<file path="src/rtl/key_event_ctrl_pkg.sv">
// Shared types and constants for the keypad event controller: FSM encoding,
// event layout and key count.
package key_event_ctrl_pkg;

    localparam int KEY_NUM = 16;
    localparam int KEV_W   = 5;

    typedef enum logic [1:0] {
        KEV_WAIT   = 2'd0,
        KEV_UPDATE = 2'd1,
        KEV_EMIT   = 2'd2
    } kev_state_t;

    typedef struct packed {
        logic       press;
        logic [3:0] code;
    } kev_t;

endpackage

</file>
<file path="src/rtl/key_event_fifo.sv">
// First-word fall-through event FIFO. A push while full is still accepted when
// a pop frees a slot in the same cycle.
module key_event_fifo #(
    parameter int WIDTH = 5,
    parameter int DEPTH = 8
) (
    input  logic             clk,
    input  logic             rst,
    input  logic             push,
    input  logic [WIDTH-1:0] din,
    output logic             full,
    input  logic             pop,
    output logic [WIDTH-1:0] dout,
    output logic             empty
);

    localparam int AW = $clog2(DEPTH);

    logic [WIDTH-1:0] mem [DEPTH];
    logic [AW:0]      wptr;
    logic [AW:0]      rptr;
    logic             do_pop;
    logic             do_push;

    // Pointers carry one extra wrap bit so full and empty are distinguishable.
    assign empty   = (wptr == rptr);
    assign full    = (wptr[AW] != rptr[AW]) && (wptr[AW-1:0] == rptr[AW-1:0]);
    assign do_pop  = pop & ~empty;
    assign do_push = push & (~full | do_pop);
    assign dout    = mem[rptr[AW-1:0]];

    always_ff @(posedge clk or negedge rst) begin
        if (!rst) begin
            wptr <= '0;
            rptr <= '0;
        end else begin
            if (do_push) wptr <= wptr + 1'b1;
            if (do_pop)  rptr <= rptr + 1'b1;
        end
    end

    always_ff @(posedge clk) begin
        if (do_push) mem[wptr[AW-1:0]] <= din;
    end

endmodule

</file>
<file path="src/rtl/key_event_ctrl.sv">
// Keypad event controller: periodic sampling, per-key debounce, an ordered walk
// over all keys that queues press/release events into a FWFT FIFO.
module key_event_ctrl
    import key_event_ctrl_pkg::*;
#(
    parameter int SAMPLE_DIV = 100000,
    parameter int DEB_CNT    = 3,
    parameter int FIFO_DEPTH = 8
) (
    input  logic        clk,
    input  logic        rst,
    input  logic        enable,
    input  logic [15:0] keys,
    output logic [15:0] pressed,
    output logic        ev_valid,
    input  logic        ev_ready,
    output logic [3:0]  ev_code,
    output logic        ev_press,
    output logic        overflow,
    input  logic        ovf_clr,
    output logic [1:0]  state_dbg
);

    // Handshake: an event transfers on any cycle where ev_valid & ev_ready;
    // ev_valid never drops and the head never changes until that transfer.

    localparam int               DIV_W    = $clog2(SAMPLE_DIV);
    localparam logic [DIV_W-1:0] DIV_LAST = DIV_W'(SAMPLE_DIV - 1);
    localparam logic [3:0]       DEB_LAST = 4'(DEB_CNT);

    kev_state_t         state;
    kev_state_t         state_nxt;
    logic [DIV_W-1:0]   div_cnt;
    logic               tick;
    logic [KEY_NUM-1:0] samp_r;
    logic [KEY_NUM-1:0] chg;
    logic [3:0]         deb [KEY_NUM];
    logic [3:0]         idx;
    logic               samp_en;
    logic               upd_en;
    logic               emit_en;
    logic               push;
    logic               pop;
    logic               full;
    logic               empty;
    logic               drop;
    kev_t               push_ev;
    kev_t               head_ev;

    always_ff @(posedge clk or negedge rst) begin
        if (!rst) begin
            div_cnt <= '0;
        end else if (enable) begin
            div_cnt <= (div_cnt == DIV_LAST) ? '0 : div_cnt + 1'b1;
        end
    end

    assign tick = enable & (div_cnt == DIV_LAST);

    always_ff @(posedge clk or negedge rst) begin
        if (!rst) state <= KEV_WAIT;
        else      state <= state_nxt;
    end

    always_comb begin
        state_nxt = state;
        case (state)
            KEV_WAIT:   if (tick) state_nxt = KEV_UPDATE;
            KEV_UPDATE: state_nxt = KEV_EMIT;
            KEV_EMIT:   if (idx == 4'd15) state_nxt = KEV_WAIT;
            default:    state_nxt = KEV_WAIT;
        endcase
    end

    always_comb begin
        samp_en = 1'b0;
        upd_en  = 1'b0;
        emit_en = 1'b0;
        case (state)
            KEV_WAIT:   samp_en = tick;
            KEV_UPDATE: upd_en  = 1'b1;
            KEV_EMIT:   emit_en = 1'b1;
            default:    ;
        endcase
    end

    assign state_dbg = state;

    // A flip is only latched in chg during UPDATE; the EMIT walk applies it so
    // events leave in ascending key order.
    always_ff @(posedge clk or negedge rst) begin
        if (!rst) begin
            samp_r  <= '0;
            chg     <= '0;
            pressed <= '0;
            idx     <= '0;
            for (int i = 0; i < KEY_NUM; i++) deb[i] <= '0;
        end else begin
            if (samp_en) samp_r <= keys;
            if (upd_en) begin
                idx <= '0;
                for (int i = 0; i < KEY_NUM; i++) begin
                    if (samp_r[i] == pressed[i]) begin
                        deb[i] <= '0;
                    end else if (deb[i] + 4'd1 == DEB_LAST) begin
                        deb[i] <= '0;
                        chg[i] <= 1'b1;
                    end else begin
                        deb[i] <= deb[i] + 4'd1;
                    end
                end
            end
            if (emit_en) begin
                idx <= idx + 4'd1;
                if (chg[idx]) begin
                    chg[idx]     <= 1'b0;
                    pressed[idx] <= ~pressed[idx];
                end
            end
        end
    end

    assign push          = emit_en & chg[idx];
    assign push_ev.press = ~pressed[idx];
    assign push_ev.code  = idx;
    assign pop           = ev_valid & ev_ready;
    assign drop          = push & full & ~pop;

    key_event_fifo #(
        .WIDTH (KEV_W),
        .DEPTH (FIFO_DEPTH)
    ) u_fifo (
        .clk   (clk),
        .rst   (rst),
        .push  (push),
        .din   (push_ev),
        .full  (full),
        .pop   (pop),
        .dout  (head_ev),
        .empty (empty)
    );

    always_ff @(posedge clk or negedge rst) begin
        if (!rst)         overflow <= 1'b0;
        else if (drop)    overflow <= 1'b1;
        else if (ovf_clr) overflow <= 1'b0;
    end

    // Head fields read zero when nothing is queued, matching the reset view.
    assign ev_valid = ~empty;
    assign ev_code  = empty ? 4'd0 : head_ev.code;
    assign ev_press = empty ? 1'b0 : head_ev.press;

endmodule

</file>
<file path="config.mk">
export PLATFORM = sky130hd
export DESIGN_NAME = key_event_ctrl
export DESIGN_NICKNAME = d
export VERILOG_FILES = /design/src/rtl/key_event_ctrl_pkg.sv /design/src/rtl/key_event_fifo.sv /design/src/rtl/key_event_ctrl.sv
export SDC_FILE = /design/constraint.sdc
export NUM_CORES = 1
export LEC_CHECK = 0
export ABC_AREA = 1
export ABC_CLOCK_PERIOD_IN_PS = 4420
export CAP_MARGIN = 15
export CORE_MARGIN = 2
export CORE_UTILIZATION = 45
export CTS_BUF_LIST = sky130_fd_sc_hd__clkbuf_4
export CTS_CLUSTER_SIZE = 16
export DETAILED_ROUTE_END_ITERATION = 6
export HOLD_SLACK_MARGIN = 0.05
export SLEW_MARGIN = 15
export SYNTH_ARGS = -nofsm -noshare
export SYNTH_HDL_FRONTEND = slang
export SYNTH_SLANG_ARGS = --single-unit
</file>
<file path="constraint.sdc">
create_clock -name clk -period 4.42 [get_ports clk]
set_clock_uncertainty 0.1 [all_clocks]
set_input_delay 0.663 -clock clk [delete_from_list [all_inputs] [get_ports clk]]
set_output_delay 0.663 -clock clk [all_outputs]
set_load 0.05 [all_outputs]
</file>
==> results of run 1 <==
==> stage by stage <==
stage	power (mW)	instances	setup WS (ps)
detailed placement	2.61	1410	1160
global route	3.70	1444	137
floorplan	2.41	1124	1490
global placement	2.60	1410	1230
CTS	3.54	1443	489
finish	3.50	1444	513
==> worst max path at each step <==
| stage | from | end | slack [ps] |
|---|---|---|---|
| 2_1_floorplan | u_fifo.wptr[1]$_DFFE_PN0P_ | ev_code[0] | 1490 |
| 3_3_place_gp | u_fifo.rptr[0]$_DFFE_PN0P_ | ev_code[0] | 1230 |
| 3_5_place_dp | u_fifo.rptr[0]$_DFFE_PN0P_ | ev_press | 1160 |
| 4_1_cts | u_fifo.rptr[0]$_DFFE_PN0P_ | ev_press | 490 |
| 5_1_grt | u_fifo.rptr[0]$_DFFE_PN0P_ | ev_press | 140 |
| 6_report | u_fifo.rptr[0]$_DFFE_PN0P_ | ev_code[0] | 510 |
==> final cells by class <==
class | instances | area (um2)
fill | 1998 | 10500
tap | 275 | 344
timing repair buffer | 51 | 512
sequential | 184 | 4800
antenna | 1 | 2.50
clock buffer | 19 | 143
inverter | 161 | 607
clock inverter | 13 | 131
multi-input combinational | 740 | 3990
==> registers in the layout (all words and copies together) (netlist names) <==
signal       flops
chg             16
deb             64
div_cnt         17
idx              4
overflow         1
pressed         16
samp_r          16
state_dbg        2
u_fifo.mem      40
u_fifo.rptr      4
u_fifo.wptr      4
==> synthesized netlist by cell type (3+ instances only) <==
| master | count | area share |
|---|---|---|
| buf_2 | 9 | 0.0047 |
| a31oi_1 | 6 | 0.0039 |
| nor3_1 | 10 | 0.0052 |
| nor2_2 | 10 | 0.0065 |
| xor2_1 | 23 | 0.021 |
| edfxtp_1 | 40 | 0.12 |
| buf_6 | 7 | 0.0082 |
| nand4_1 | 26 | 0.017 |
| inv_2 | 3 | 0.0012 |
| nand3_1 | 105 | 0.055 |
| nand2_2 | 3 | 0.0019 |
| o21ai_0 | 68 | 0.035 |
| a21oi_1 | 6 | 0.0031 |
| nor2_1 | 151 | 0.059 |
| buf_4 | 5 | 0.0039 |
| dfrtp_1 | 144 | 0.37 |
| ha_1 | 43 | 0.056 |
| o22ai_1 | 53 | 0.034 |
| clkbuf_1 | 18 | 0.0070 |
| nand2_1 | 198 | 0.077 |
| inv_1 | 157 | 0.061 |
| nor3_2 | 3 | 0.0031 |
| xnor2_1 | 21 | 0.019 |
==> report_power, final <==
part	switching, mW	internal, mW
Combinational	0.438	0.245
Sequential	0.114	1.78
Clock	0.578	0.343
Total	1.13	2.37
==> placed cells by master, fill, tap and decap left out, types with 2 or more instances in the layout <==
cell	Yosys	final
nand4_1	26	26
clkinv_1	0	2
nand2_2	3	3
xnor2_1	21	21
nor2_1	151	151
bufinv_16	0	2
nor2_2	10	10
inv_2	3	3
clkinv_2	0	3
edfxtp_1	40	40
o21ai_0	68	68
clkinv_4	0	3
nor4_1	2	2
nor3_2	3	3
or2_2	2	2
nor3_1	10	10
clkdlybuf4s50_1	0	44
nand2_1	198	198
o22ai_1	53	53
a31oi_1	6	6
clkinvlp_4	0	3
buf_4	5	4
ha_1	43	42
nand3_1	105	105
xor2_1	23	23
a21oi_1	6	6
clkbuf_4	0	19
nand3_4	2	2
dfrtp_1	144	144
inv_1	157	157
==> what timing repair did <==
action	in CTS	in global routing
setup buffers	0	0
hold buffers	1	0
hold endpoints to repair	56	0
==> logic make-up after synthesis <==
group                    Yosys count  share of synthesized area
flip-flops                       184                      0.499
buffers and inverters            200                     0.0868
AO/OA/AOI/OAI                    135                     0.0784
AND/OR/NAND/NOR                  518                      0.240
adder cells (fa/ha/maj)           43                     0.0559
XOR/XNOR                          44                     0.0400
==> worst max-delay path: stages (launching register included) <==
cell and delay (ps):
dfrtp_1 820, inv_1 450, o21ai_0 270, o22ai_1 90, o21ai_0 150, a31oi_1 70
clkdlybuf4s50_1 720
==> per-layer routing <==
metal / vias to the layer above / GRT usage / share of wire
li1: 3725 / - / -
met1: 3405 / 0.272 / 0.49
met2: 114 / 0.308 / 0.46
met3: 18 / 0.0324 / 0.032
met4: 0 / 0.0538 / 0.012
met5: - / 0 / 0
==> results.yml, run 1 <==
run_status:
  status: "finished, final reports clean"
clocking:
  cts-root-buf: "clkbuf_4"
  clockBufferDepth: 2
  clk_latency_ps: 580
  cts_tree: "built"
  path_clk_slew_ps: 150
  htreeDepth: 4
  cts_resized: 0
  cts.sinks: 184
  numCtsBuffers: 17
sta:
  setup_viol: 0
  fin_crit_sh: 0.884
  fmax_ghz: 0.256
  rsz0062_at_grt: "no"
  min_period_ps: 3910
  tightest_slew_ps: 877
  maxSlewViolCount: 0
  tns_ps: 0
  whs_ps: 402
  finalHoldViolCount: 0
  relSlewSlack: 0.415
grt:
  first_global_vias: 6968
  grt_util_all_layers: 0.193
  grt_max_degree: 81
  antenna_found_initial: 1
  grt_first_pass_wirelength_um: 34500
  grt-ovfl-total: 0
place:
  place_congestion: 0.872
  port-buffer-count: 45
  place_area_um2: 10200
  dp_hpwl_um: 14300
drt:
  drt_pass1_iterations: 5
  routedWlPerCell_um: 14.1
  remaining_drc_errors: 0
  first_iter_violations: 398
  routed_wl_um: 20400
  ant_nets: 0
  vias_per_cell: 5.03
  vias: 7262
yosys:
  synthDistinctLibCells: 35
  synth_area_um2: 9630
  synth_warnings: 0
  async_flop_share: 0.783
  ys_seq_area_frac: 0.499
  synth_fp_nets: 1188
  syn_area_per_cell_um2: 8.56
  postSynthCellCount: 1124
  synth_edf_count: 40
  ys_ff_latch: 184
  synthFlopType: "dfrtp_1"
critical_path:
  cp-end-kind: "output pin"
  crit_fanout: 24
  arrival_ps: 3140
  rr_worst_depth: 10
  worstSetupPathType: "reg -> out"
  r2r_slack_ps: 1470
  timing.rr.start: "idx[0]$_DFFE_PN0P_"
  worstPathRequired_ps: 3660
  r2r_end: "u_fifo.mem[2][4]$_DFFE_PP_"
  start_kind: "flop"
floorplan:
  die_height_um: 150
  fp.dieArea_um2: 22600
  core_um2: 21000
  initial_utilization: 0.458
  io_pins: 46
  fp-row-count: 53
  fp.dieW_um: 150
flow_run:
  drv_cap: 0
layout:
  nNetsFinal: 1219
  area_growth_pct: 9.41
  drive_gt1_frac: 0.0565
  finish.utilization: 0.501
  stdcell_area_um2: 10500
worst_hold_path:
  holdPathStages: 1
  min_from: "u_fifo.rptr[3]$_DFFE_PN0P_"
  holdPathEnd: "u_fifo.rptr[3]$_DFFE_PN0P_"
  holdCritPathClass: "reg -> reg"
pwr:
  power_density_nw_per_um2: 332
  ir_worst_vdd_mv: 0.195
  power.leakage_nw: 4.57
No activity file was read; power rests on OpenSTA's default activity.
==> run 2: changes to the inputs <==
CORE_UTILIZATION = 68   (was 45)
PLACE_DENSITY = 0.88   (was default)
==> results.yml, run 2 (synthesis gave the netlist of run 1 again) <==
run_status:
  status: "complete, but fails checks"
  violations: "DRC"
clocking:
  cts.sinks: 184
  cts-root-buf: "clkbuf_4"
  numCtsBuffers: 17
  postCtsHoldBufs: 0
  cts_resized: 0
  clk_latency_ps: 580
  htreeDepth: 4
  cts_tree: "built"
  path_clk_slew_ps: 130
  clockBufferDepth: 2
  cts_setup_buffers: 0
layout:
  final_cell_mix: "nand2_1, inv_1, nor2_1"
  stdcell_area_um2: 10400
  largest_reg_flops: 64
  area_growth_pct: 8.34
  top_register: "deb"
  layout_commonest_cell: "nand2_1"
  nNetsFinal: 1221
  drive_gt1_frac: 0.0573
pwr:
  power.leakage_nw: 4.59
  clkPwrFrac: 0.273
  swShare: 0.317
  seqPwrFrac: 0.535
  p_int_mw: 2.42
  p_comb_frac: 0.192
  ir_worst_vdd_mv: 0.309
  power_density_nw_per_um2: 340
  switching_power_mw: 1.13
grt:
  first_global_vias: 7187
  antenna_found_initial: 1
  grt-ovfl-total: 0
  grt_first_pass_wirelength_um: 34000
  grt_util_all_layers: 0.288
  grt_max_degree: 101
sta:
  min_period_ps: 3890
  tightest_slew_ps: 1010
  relSlewSlack: 0.327
  maxSlewViolCount: 0
  fin_crit_sh: 0.881
  setup_viol: 0
  fmax_ghz: 0.257
  finalHoldViolCount: 0
  tns_ps: 0
  rsz0062_at_grt: "no"
critical_path:
  crit_fanout: 24
  slowest_stage: "dfrtp_1"
  worstSetupPathType: "reg -> out"
  cp_cell_sequence: "inv_1 > o21ai_0 > o22ai_1 > o21ai_0 > a31oi_1 > clkdlybuf4s50_1"
  start_kind: "flop"
  cpPeakStageDelay_ps: 810
  crit_top_cell: "o21ai_0"
  r2r_end: "u_fifo.mem[2][3]$_DFFE_PP_"
  cp-end-kind: "output pin"
  worstPathRequired_ps: 3660
  arrival_ps: 3130
  rr_worst_depth: 9
  r2r_slack_ps: 1360
  timing.rr.start: "idx[1]$_DFFE_PN0P_"
floorplan:
  initial_utilization: 0.694
  die_height_um: 123
  fp.dieArea_um2: 15100
  fp.dieW_um: 123
  io_pins: 46
  core_um2: 13900
  fp-row-count: 43
drt:
  drt_pass1_iterations: 7
  ant_nets: 0
  remaining_drc_errors: 4
  routedWlPerCell_um: 15.0
  first_iter_violations: 705
  vias_per_cell: 5.68
  vias: 7679
  routed_wl_um: 20200
place:
  place_area_um2: 10100
  port-buffer-count: 45
  dp_hpwl_um: 14100
  place_congestion: 0.964
flow_run:
  drv_cap: 0
worst_hold_path:
  holdCritPathClass: "in -> async"
## run 2: changes by cell type in the layout (fill, tap and decap cells not counted), sizes merged
cell / delta
buf: +3
bufinv: +1
clkbuf: -1
clkinv: -1
clkinvlp: -3
dlygate4sd3: -1
inv: +4
## run 2: power by group through the flow
stage               sequential [mW]  clock, mW  combinational [mW]
floorplan                      1.87          0               0.538
detailed placement             1.93          0               0.679
global route                   1.91       1.04               0.755
global placement               1.92          0               0.667
finish                         1.90      0.967               0.681
CTS                            1.89      0.978               0.681
## run 2: worst max-delay path, delay by kind of cell, from the launching register on
| family | cells | cell delay, ps |
|---|---|---|
| flip-flops | 1 | 810 |
| buffers and inverters | 2 | 1150 |
| AO/OA/AOI/OAI | 4 | 590 |
## run 2: layout make-up
class	instances	area (um2)
diodes	1	2.50
clock buffers	18	135
clock inverters	14	155
fillers	1005	3450
inverters	161	607
multi-input cells	740	3990
flip-flops and latches	184	4800
well taps	180	225
repair buffers	53	512
## run 2: per-stage QoR
| stage | cells | setup WS [ps] | power [mW] | utilization | hold slack, ps |
|---|---|---|---|---|---|
| 6_report | 1351 | 527 | 3.55 | 0.751 | 66.9 |
| 5_1_grt | 1351 | 181 | 3.71 | 0.751 | 119 |
| 4_1_cts | 1350 | 526 | 3.55 | 0.751 | 73.8 |
| 3_5_place_dp | 1318 | 1190 | 2.61 | 0.730 | 407 |
| 3_3_place_gp | 1318 | 1240 | 2.59 | 0.730 | 397 |
| 2_1_floorplan | 1124 | 1490 | 2.41 | - | 267 |
## run 2: worst max-delay path by stage
stage	startpoint	endpoint	slack (ps)
finish	u_fifo.rptr[0]$_DFFE_PN0P_	ev_code[3]	530
global route	u_fifo.rptr[0]$_DFFE_PN0P_	ev_code[1]	180
CTS	u_fifo.rptr[0]$_DFFE_PN0P_	ev_code[3]	530
detailed placement	u_fifo.rptr[0]$_DFFE_PN0P_	ev_code[3]	1190
global placement	u_fifo.rptr[0]$_DFFE_PN0P_	ev_code[2]	1240
floorplan	u_fifo.wptr[1]$_DFFE_PN0P_	ev_code[0]	1490
## run 2: metal layers
layer	track usage	wire length [um]	vias to the layer above	share of wire
li1	-	-	3737	-
met1	0.419	9080	3630	0.45
met2	0.453	9480	287	0.47
met3	0.0549	1450	25	0.072
met4	0.0703	237	0	0.012
met5	0	0	-	0
==> run 3: changes to the inputs <==
ABC_CLOCK_PERIOD_IN_PS = 5000   (was 4420)
clock period = 5 ns   (was 4.42 ns; I/O delays follow)
==> results.yml, run 3 (synthesis gave the netlist of run 1 again) <==
sta:
  setup_viol: 0
  fin_crit_sh: 0.807
  fmax_ghz: 0.248
  relSlewSlack: 0.401
  tightest_slew_ps: 899
  rsz0062_at_grt: "no"
  tns_ps: 0
  setup_ws_ps: 964
  maxSlewViolCount: 0
  finalHoldViolCount: 0
  min_period_ps: 4040
layout:
  drive_gt1_frac: 0.0566
  num_antenna_cells: 0
  layout_commonest_cell: "nand2_1"
  top_register: "deb"
  nNetsFinal: 1218
  largest_reg_flops: 64
  regArea_um2: 4800
  fillerInstances: 960
  final_cell_mix: "nand2_1, inv_1, nor2_1"
  multi_input_area_um2: 3990
  area_growth_pct: 7.94
critical_path:
  start_kind: "flop"
  worstSetupStartpoint: "u_fifo.rptr[0]$_DFFE_PN0P_"
  cp-end-kind: "output pin"
  arrival_ps: 3190
  crit_top_cell: "o21ai_0"
  cp_cell_sequence: "inv_1 > o21ai_0 > o22ai_1 > o21ai_0 > a31oi_1 > clkdlybuf4s50_1"
  cpPeakStageDelay_ps: 810
  crit_fanout: 24
  worstPathRequired_ps: 4150
  rr_worst_depth: 10
  slowest_stage: "dfrtp_1"
  worstSetupPathType: "reg -> out"
  timing.rr.start: "idx[0]$_DFFE_PN0P_"
clocking:
  postCtsHoldBufs: 0
  htreeDepth: 4
  cts.sinks: 184
  cts_resized: 0
  clockBufferDepth: 2
  numCtsBuffers: 17
  clk_latency_ps: 580
  cts_setup_buffers: 0
  cts-root-buf: "clkbuf_4"
  path_clk_slew_ps: 140
  cts_tree: "built"
pwr:
  power.leakage_nw: 4.56
  ir_worst_vdd_mv: 0.262
  seqPwrFrac: 0.541
  p_int_mw: 2.10
  switching_power_mw: 0.993
  clkPwrFrac: 0.261
  swShare: 0.321
  p_comb_frac: 0.197
  power_density_nw_per_um2: 298
floorplan:
  io_pins: 46
  core_um2: 13900
  fp.dieW_um: 123
  fp-row-count: 43
  die_height_um: 123
  initial_utilization: 0.694
  fp.dieArea_um2: 15100
grt:
  antenna_found_initial: 0
  grt_max_degree: 64
  grt_util_all_layers: 0.283
  grt-ovfl-total: 0
  grt_first_pass_wirelength_um: 33100
  first_global_vias: 7145
drt:
  routedWlPerCell_um: 14.9
  vias: 7684
  routed_wl_um: 20100
  drt_pass1_iterations: 5
  ant_nets: 0
  first_iter_violations: 759
  remaining_drc_errors: 0
  vias_per_cell: 5.70
place:
  dp_hpwl_um: 14100
  place_congestion: 0.971
  place_ws_ps: 1640
  port-buffer-count: 45
run_status:
  status: "finished, final reports clean"
worst_hold_path:
  holdCritPathClass: "in -> async"
flow_run:
  drv_cap: 0
## run 3: cell count changes in the layout (fill, tap and decap cells not counted), moves of 2 or more
cell        previous run  this run
clkinvlp_4             0         3
clkbuf_4              18        20
buf_4                  8         5
clkinv_1               4         2
## run 3: power groups by stage
stage                     combinational [mW]  sequential, mW  clock (mW)
after floorplan                        0.475            1.65           0
after global placement                 0.587            1.70           0
after detailed placement               0.607            1.70           0
after CTS                              0.607            1.67       0.820
after global routing                   0.670            1.69       0.882
final                                  0.610            1.68       0.809
## run 3: critical path: cells and delay by family, from the launching register on
family	cells	cell delay, ps
flops	1	810
buf+inv	2	1160
compound gates	4	640
## run 3: metal layers
layer | track usage | share of wire | up-vias
li1 | - | - | 3719
met1 | 0.394 | 0.44 | 3644
met2 | 0.448 | 0.47 | 280
met3 | 0.0701 | 0.074 | 41
met4 | 0.0817 | 0.017 | 0
met5 | 0 | 0 | -
## run 3: final timing paths
check	endpoint	slack, ps
max reg2reg	u_fifo.mem[0][4]$_DFFE_PP_	1540
min reg2reg	u_fifo.rptr[3]$_DFFE_PN0P_	420
max in group asynchronous	deb[53]$_DFFE_PN0N_	3770
min in group clk	u_fifo.rptr[3]$_DFFE_PN0P_	420
min	u_fifo.rptr[0]$_DFFE_PN0P_	50
max	ev_code[0]	960
## run 3: area by class of cell
cell class                 count  area share
clock buffer                  20      0.0144
clock inverter                12      0.0122
inverter                     161      0.0584
multi-input combinational    740       0.384
sequential                   184       0.462
tap                          180      0.0217
timing repair buffer          50      0.0471
## run 3: through the flow
stage          area [um2]  cells  hold slack, ps   util  power (mW)
2_1_floorplan        9630   1124             354      -        2.13
3_3_place_gp        10100   1315             380  0.729        2.29
3_5_place_dp        10100   1315             397  0.729        2.31
4_1_cts             10400   1347            54.7  0.749        3.10
5_1_grt             10400   1347            58.9  0.749        3.24
6_report            10400   1347            49.2  0.749        3.09
